==> src/rtl/traffic_pkg.sv <==
// Shared definitions for the intersection controllers: preemption FSM states
// and the 4-bit light output codes.
package traffic_pkg;

  typedef enum logic [2:0] {
    ST_IDLE    = 3'd0,
    ST_QUALIFY = 3'd1,
    ST_FIRE    = 3'd2,
    ST_CONFIRM = 3'd3,
    ST_HOLDOFF = 3'd4
  } state_t;

  localparam logic [3:0] LIGHT_RED      = 4'b0001;
  localparam logic [3:0] LIGHT_YELLOW   = 4'b0010;
  localparam logic [3:0] LIGHT_GREEN    = 4'b0100;
  localparam logic [3:0] LIGHT_LEFT_RED = 4'b1001;

  localparam int LIGHT_BIT_RED    = 0;
  localparam int LIGHT_BIT_YELLOW = 1;
  localparam int LIGHT_BIT_GREEN  = 2;
  localparam int LIGHT_BIT_LEFT   = 3;

endpackage

==> src/rtl/detect_qualifier.sv <==
// Counts consecutive high detector samples; qualified flags the sample that
// completes a run of DEBOUNCE highs while the FSM is listening (arm).
module detect_qualifier #(
  parameter int DEBOUNCE = 3
) (
  input  logic clk,
  input  logic rst,
  input  logic arm,
  input  logic detect,
  output logic qualified
);

  localparam int QW = $clog2(DEBOUNCE + 1);

  logic [QW-1:0] run_cnt;

  always_ff @(posedge clk) begin
    if (rst || !arm || !detect) begin
      run_cnt <= '0;
    end else if (run_cnt != QW'(DEBOUNCE)) begin
      run_cnt <= run_cnt + 1'b1;
    end
  end

  // run_cnt holds the highs already seen; this sample makes it one more.
  assign qualified = arm && detect && ((int'(run_cnt) + 1) >= DEBOUNCE);

endmodule

==> src/rtl/emergency_dispatch.sv <==
// Emergency-vehicle preemption initiator: qualifies the detector, pulses both
// light controllers, confirms all-red, and re-fires after a cooldown.
module emergency_dispatch
  import traffic_pkg::*;
#(
  parameter int DEBOUNCE        = 3,
  parameter int CONFIRM_TIMEOUT = 2,
  parameter int HOLDOFF         = 4,
  parameter int CNT_W           = 8
) (
  input  logic             clk,
  input  logic             rst,
  input  logic             detect,
  input  logic [3:0]       ns_light,
  input  logic [3:0]       ew_light,
  output logic             emergency,
  output logic             busy,
  output logic             fault,
  output logic [CNT_W-1:0] events
);

  localparam int TMAX = (CONFIRM_TIMEOUT > HOLDOFF) ? CONFIRM_TIMEOUT : HOLDOFF;
  localparam int TW   = $clog2(TMAX + 1);

  state_t        state, state_nxt;
  logic [TW-1:0] conf_cnt;
  logic [TW-1:0] hold_cnt;
  logic          qualified;
  logic          arm;
  logic          all_red;
  logic          conf_last;
  logic          hold_last;
  logic          fault_set;

  function automatic logic [CNT_W-1:0] sat_inc(input logic [CNT_W-1:0] v);
    return (&v) ? v : v + 1'b1;
  endfunction

  assign arm = (state == ST_IDLE) || (state == ST_QUALIFY);

  detect_qualifier #(
    .DEBOUNCE(DEBOUNCE)
  ) u_qual (
    .clk      (clk),
    .rst      (rst),
    .arm      (arm),
    .detect   (detect),
    .qualified(qualified)
  );

  assign all_red   = (ns_light == LIGHT_RED) && (ew_light == LIGHT_RED);
  assign conf_last = (conf_cnt == TW'(CONFIRM_TIMEOUT - 1));
  assign hold_last = (hold_cnt == TW'(HOLDOFF - 1));

  always_ff @(posedge clk) begin
    if (rst) begin
      state    <= ST_IDLE;
      conf_cnt <= '0;
      hold_cnt <= '0;
      fault    <= 1'b0;
      events   <= '0;
    end else begin
      state    <= state_nxt;
      conf_cnt <= (state == ST_CONFIRM) ? conf_cnt + 1'b1 : '0;
      hold_cnt <= (state == ST_HOLDOFF) ? hold_cnt + 1'b1 : '0;
      if (fault_set) begin
        fault <= 1'b1;
      end
      if (state == ST_FIRE) begin
        events <= sat_inc(events);
      end
    end
  end

  always_comb begin
    state_nxt = state;
    fault_set = 1'b0;
    case (state)
      ST_IDLE: begin
        if (qualified) begin
          state_nxt = ST_FIRE;
        end else if (detect) begin
          state_nxt = ST_QUALIFY;
        end
      end
      ST_QUALIFY: begin
        if (!detect) begin
          state_nxt = ST_IDLE;
        end else if (qualified) begin
          state_nxt = ST_FIRE;
        end
      end
      ST_FIRE: begin
        state_nxt = ST_CONFIRM;
      end
      ST_CONFIRM: begin
        // All-red on the last allowed cycle still counts as confirmed.
        if (all_red) begin
          state_nxt = ST_HOLDOFF;
        end else if (conf_last) begin
          fault_set = 1'b1;
          state_nxt = ST_HOLDOFF;
        end
      end
      ST_HOLDOFF: begin
        if (hold_last) begin
          state_nxt = detect ? ST_FIRE : ST_IDLE;
        end
      end
      default: begin
        state_nxt = ST_IDLE;
      end
    endcase
  end

  assign emergency = (state == ST_FIRE);
  assign busy      = (state != ST_IDLE);

endmodule

==> config.mk <==
export PLATFORM = sky130hd
export DESIGN_NAME = emergency_dispatch
export DESIGN_NICKNAME = d
export VERILOG_FILES = /design/src/rtl/traffic_pkg.sv /design/src/rtl/detect_qualifier.sv /design/src/rtl/emergency_dispatch.sv
export SDC_FILE = /design/constraint.sdc
export NUM_CORES = 1
export LEC_CHECK = 0
export CAP_MARGIN = 15
export CORE_UTILIZATION = 41
export CTS_CLUSTER_DIAMETER = 120
export DETAILED_ROUTE_END_ITERATION = 12
export PLACE_DENSITY = 0.72
export SLEW_MARGIN = 20
export SYNTH_ARGS = -nofsm -noshare
export SYNTH_HDL_FRONTEND = slang
export SYNTH_SLANG_ARGS = --single-unit
==> constraint.sdc <==
create_clock -name clk -period 2.8 [get_ports clk]
set_clock_uncertainty 0.05 [all_clocks]
set_input_delay 0.56 -clock clk [delete_from_list [all_inputs] [get_ports clk]]
set_output_delay 0.56 -clock clk [all_outputs]
set_load 0.01 [all_outputs]
# After elaboration in Yosys (flattened, before gate mapping)
# Cells that the tools add are included.
# word_totals
word_cells,55
input_bits,11
register_bits,20
output_inout_bits,11
# op_classes
order_cmp,1
n_eq_ne,13
n_bitwise,3
n_addsub,5
n_mux,12
reduce_logical,15
# ops
op,count
$ge A32 B3 Y1 const B,1
$mux W3,7
$pmux W3 S5,1
$eq A3 B2 Y1 const B,3
$ne A3 B3 Y1 const B,3
$add A8 B1 Y8 const B,1
$eq A4 B1 Y1 const B,2
$reduce_and A8 Y1,1
$add A3 B1 Y3 const B,2
$eq A3 B1 Y1 const B,2
$ne A2 B2 Y1 const B,2
$reduce_and A4 Y1,1
$reduce_or A2 Y1,2
$add A2 B1 Y3 const B,1
$eq A3 B3 Y1 const B,1
$logic_and A1 B1 Y1,3
$logic_not A3 Y1,1
$logic_or A1 B1 Y1,3
$mux W1,3
$not A1 Y1,3
$reduce_bool A3 Y1,1
$add A2 B1 Y2 const B,1
$logic_not A1 Y1,2
$mux W2,1
$reduce_and A2 Y1,1

# Depth between registers and ports, before layout
# logic_depth
ltp_word,7
depth_mapped,6
depth_no_buf,6

# Cells and area by module
# Synthesis repeated with hierarchy kept, for this count alone.
# unflattened
hier_cells,110
area_unflattened_um2,1031.0
# by_module_without_submodules
mod,cells_per_inst,seq_area_each_um2,n_inst,area_each_um2
emergency_dispatch,96,360.3,1,902.1
detect_qualifier,14,40.0,1,128.9

# Least setup slack after synthesis
# OpenSTA, ideal clock, no wires.
# synth_path
path_type,input-to-reg
startpoint,input ew_light[1]
endpoint,register state[1]
n_path_buf,0
setup_time_ns,0.122
t_required_ns,2.628
slack_ns,1.246
arrival_time_ns,1.382
stages,4
cell_sequence,nor4b_1 > a211oi_1 > nor4_1 > nor2_1
# synth_via
elab_chain_len,4
word_cells_on_any_way,6
cone_classes,eq/ne: 2; mux: 2; reduce/logical: 2
# synth_rtl
element,line_no,rtl
start: declaration,emergency_dispatch.sv:15,"input logic [3:0] ew_light,"
$eq A4 B1 Y1 (*),emergency_dispatch.sv:51,assign all_red = (ns_light == LIGHT_RED) && (ew_light == LIGHT_RED);
$logic_and A1 B1 Y1 (*),emergency_dispatch.sv:51,
$mux W3 / $ne A3 B3 Y1 (equally long branches),--,
$pmux W3 S5 / $reduce_and A4 Y1 (equally long branches),--,
end signal: assignment,emergency_dispatch.sv:63,state <= state_nxt;
end: declaration,emergency_dispatch.sv:25,"state_t state, state_nxt;"
# Every way passes the cells marked *; elsewhere a longest branch is shown, timed or not.
# A chain may end at the register's enable or synchronous reset.

# Worst setup path in the final report
# layout_path
startpoint,register state[1]
endpoint,output emergency
# layout_via
elab_chain_len,1
# layout_rtl
element,line_no,rtl
$eq A3 B2 Y1,emergency_dispatch.sv:116,assign emergency = (state == ST_FIRE);
end: declaration,emergency_dispatch.sv:16,"output logic emergency,"
# No other way between the ends.

==> impl_metrics.json <==
{
  "crit_type": "register to output pin",
  "coreArea_um2": 2280,
  "antenna_found_initial": 0,
  "rsz0062_at_grt": "false",
  "min_period_ns": 2.34,
  "syn_nets": 129,
  "placedCellCount": 156,
  "final_cells": 160,
  "grt_use_total": 0.171,
  "htreeDepth": 1,
  "synth_top_area_frac": 0.391,
  "cp.required_ns": 2.19,
  "num_rows": 17,
  "arrival_ns": 1.73,
  "viasPerCell": 5.18,
  "final_nets": 152,
  "avgSynthCellArea_um2": 9.32,
  "grt_first_pass_wirelength_um": 3450,
  "power_leakage_nw": 0.528,
  "clock_latency_ns": 0.30,
  "cp-end-kind": "output pin",
  "finalHoldViolations": 0,
  "clock.fmax_mhz": 428,
  "ys_types": 37,
  "met1_usage": 0.204,
  "vdd.ir_drop.worst_mv": 0.293,
  "drc_errors": 0,
  "relSlewSlack": 0.699,
  "syn-instance-count": 110,
  "die_h_um": 52.0,
  "postCtsSetupBuffers": 0,
  "hold_buffers": 0,
  "grt_pass1_vias": 833,
  "whs_ns": 0.387,
  "path_clk_slew_ns": 0.12,
  "cap_viol_max_count": 0,
  "placement.io_buffers": 21,
  "postRouteAntennaNets": 0,
  "synth_warnings": 0,
  "cts_root_buffer": "clkbuf_4",
  "finalSetupViolCount": 0,
  "numCtsBuffers": 3,
  "busiest_layer": "met2",
  "cts_tree": "built",
  "synth-main-ff-cell": "dfxtp_1",
  "drt_iter0_markers": 8,
  "synth_edf_count": 0,
  "dp_hpwl_um": 1470,
  "cp_max_fo": 6,
  "via_count": 828,
  "drive_gt1_frac": 0.0909,
  "die_x_um": 52.0,
  "ctsLongestPathBuffers": 2,
  "fin_crit_sh": 0.835,
  "fin_tns_setup_ns": 0,
  "grtUsageMet3": 0.0409,
  "hold_class": "register to register",
  "ys_seq_area_frac": 0.391,
  "grt_max_degree": 17,
  "synth_area_leaders": "dfxtp_1 (39%), ha_1 (9.8%), nor2_1 (5.1%)",
  "place.gp.congestion": 0.817,
  "worstSetupStartpointType": "register",
  "syn_to_final_growth_pct": 27.5,
  "p_per_area_nw_per_um2": 461,
  "drtPass1Iterations": 3,
  "wl_per_cell_um": 11.8,
  "status": "completed",
  "grt_use_met2": 0.293,
  "antennaDiodeCount": 0,
  "drt_wl_total_um": 1890,
  "ys_seq_elements": 20,
  "fp.dieArea_um2": 2700,
  "cts.sinks": 20,
  "io_pins": 22,
  "synth-async-reset-ratio": 0,
  "placed_area_um2": 1250,
  "post-route-cell-area_um2": 1310,
  "post_cts_resized": 0,
  "overflow": 0,
  "synth_area_leader_cell": "dfxtp_1",
  "initial_core_util": 0.450,
  "slew_viol_final": 0,
  "syn_area_um2": 1020,
  "worst-slew-pin-transition_ns": 0.451,
  "finish.utilization": 0.574
}
-- cell usage after synthesis (2+ instances only) --
library cell,n
dfxtp_1,20
nor2_1,14
nor3_1,9
ha_1,8
nand2_1,6
a21oi_1,4
xor2_1,4
inv_1,3
nor2b_1,3
nor4_1,3
o21ai_0,3
a211oi_1,2
mux2i_1,2
nand4_1,2
nor3b_1,2
nor4b_1,2
o2111ai_1,2
o21a_1,2
-- cell families after synthesis --
logic type | Yosys count | synth area share
flip-flops | 20 | 0.391
AND/OR/NAND/NOR | 52 | 0.306
AO/OA/AOI/OAI | 15 | 0.0977
buffers and inverters | 7 | 0.0342
multiplexers | 3 | 0.0305
XOR/XNOR | 5 | 0.0427
adder cells (fa/ha/maj) | 8 | 0.0977
-- stage by stage --
stage,setup slack [ns],power (mW)
3_3_place_gp,0.764,0.373
5_1_grt,0.359,0.635
6_report,0.463,0.602
2_1_floorplan,1.25,0.347
3_5_place_dp,0.698,0.376
4_1_cts,0.452,0.611
-- where the power goes --
group / switching (mW) / total, mW / internal [mW]
Combinational: 0.0277 / 0.0659 / 0.0381
Clock: 0.0887 / 0.233 / 0.145
Sequential: 0.0121 / 0.303 / 0.291
-- layout by cell type, fill, tap and decap left out, types with 3 or more instances in the layout --
| cell | synthesis | routed |
|---|---|---|
| inv_1 | 3 | 3 |
| o21ai_0 | 3 | 3 |
| nor2b_1 | 3 | 3 |
| clkdlybuf4s50_1 | 0 | 21 |
| ha_1 | 8 | 8 |
| nor3_1 | 9 | 9 |
| a21oi_1 | 4 | 4 |
| xor2_1 | 4 | 4 |
| nor2_1 | 14 | 14 |
| nor4_1 | 3 | 3 |
| nand2_1 | 6 | 6 |
| clkbuf_4 | 0 | 3 |
| dfxtp_1 | 20 | 20 |
-- worst paths after layout --
path,start,end,slack [ns],depth (start not counted)
min,hold_cnt[0]$_SDFF_PP0_,hold_cnt[0]$_SDFF_PP0_,0.39,1
max,state[1]$_SDFFE_PP0P_,emergency,0.46,2
max reg2reg,events[0]$_SDFFE_PP0P_,events[1]$_SDFFE_PP0P_,1.13,5
min reg2reg,hold_cnt[0]$_SDFF_PP0_,hold_cnt[0]$_SDFF_PP0_,0.39,1
-- routing by layer --
layer | part of all wire | up-vias
met5 | 0 | -
met2 | 0.46 | 13
met3 | 0.042 | 2
met4 | 0.0064 | 0
li1 | - | 436
met1 | 0.49 | 377
-- worst max-delay path: stages, from the launching register on --
cell	delay [ns]
dfxtp_1	0.48
nor3b_4	0.36
clkdlybuf4s50_1	0.60
-- area by class of cell --
cell class              count  area [um2]
clock buffers               3        22.5
fillers                   199         970
well taps                  28        35.0
multi-input cells          83         589
flip-flops and latches     20         400
clock inverters             1        30.0
repair buffers             22         218
inverters                   3        11.3
-- flip-flops by register name, indices dropped and copies added (netlist names) --
name	count
conf_cnt	3
events	8
fault	1
hold_cnt	3
state	3
u_qual.run_cnt	2
No activity file was read; power rests on OpenSTA's default activity.
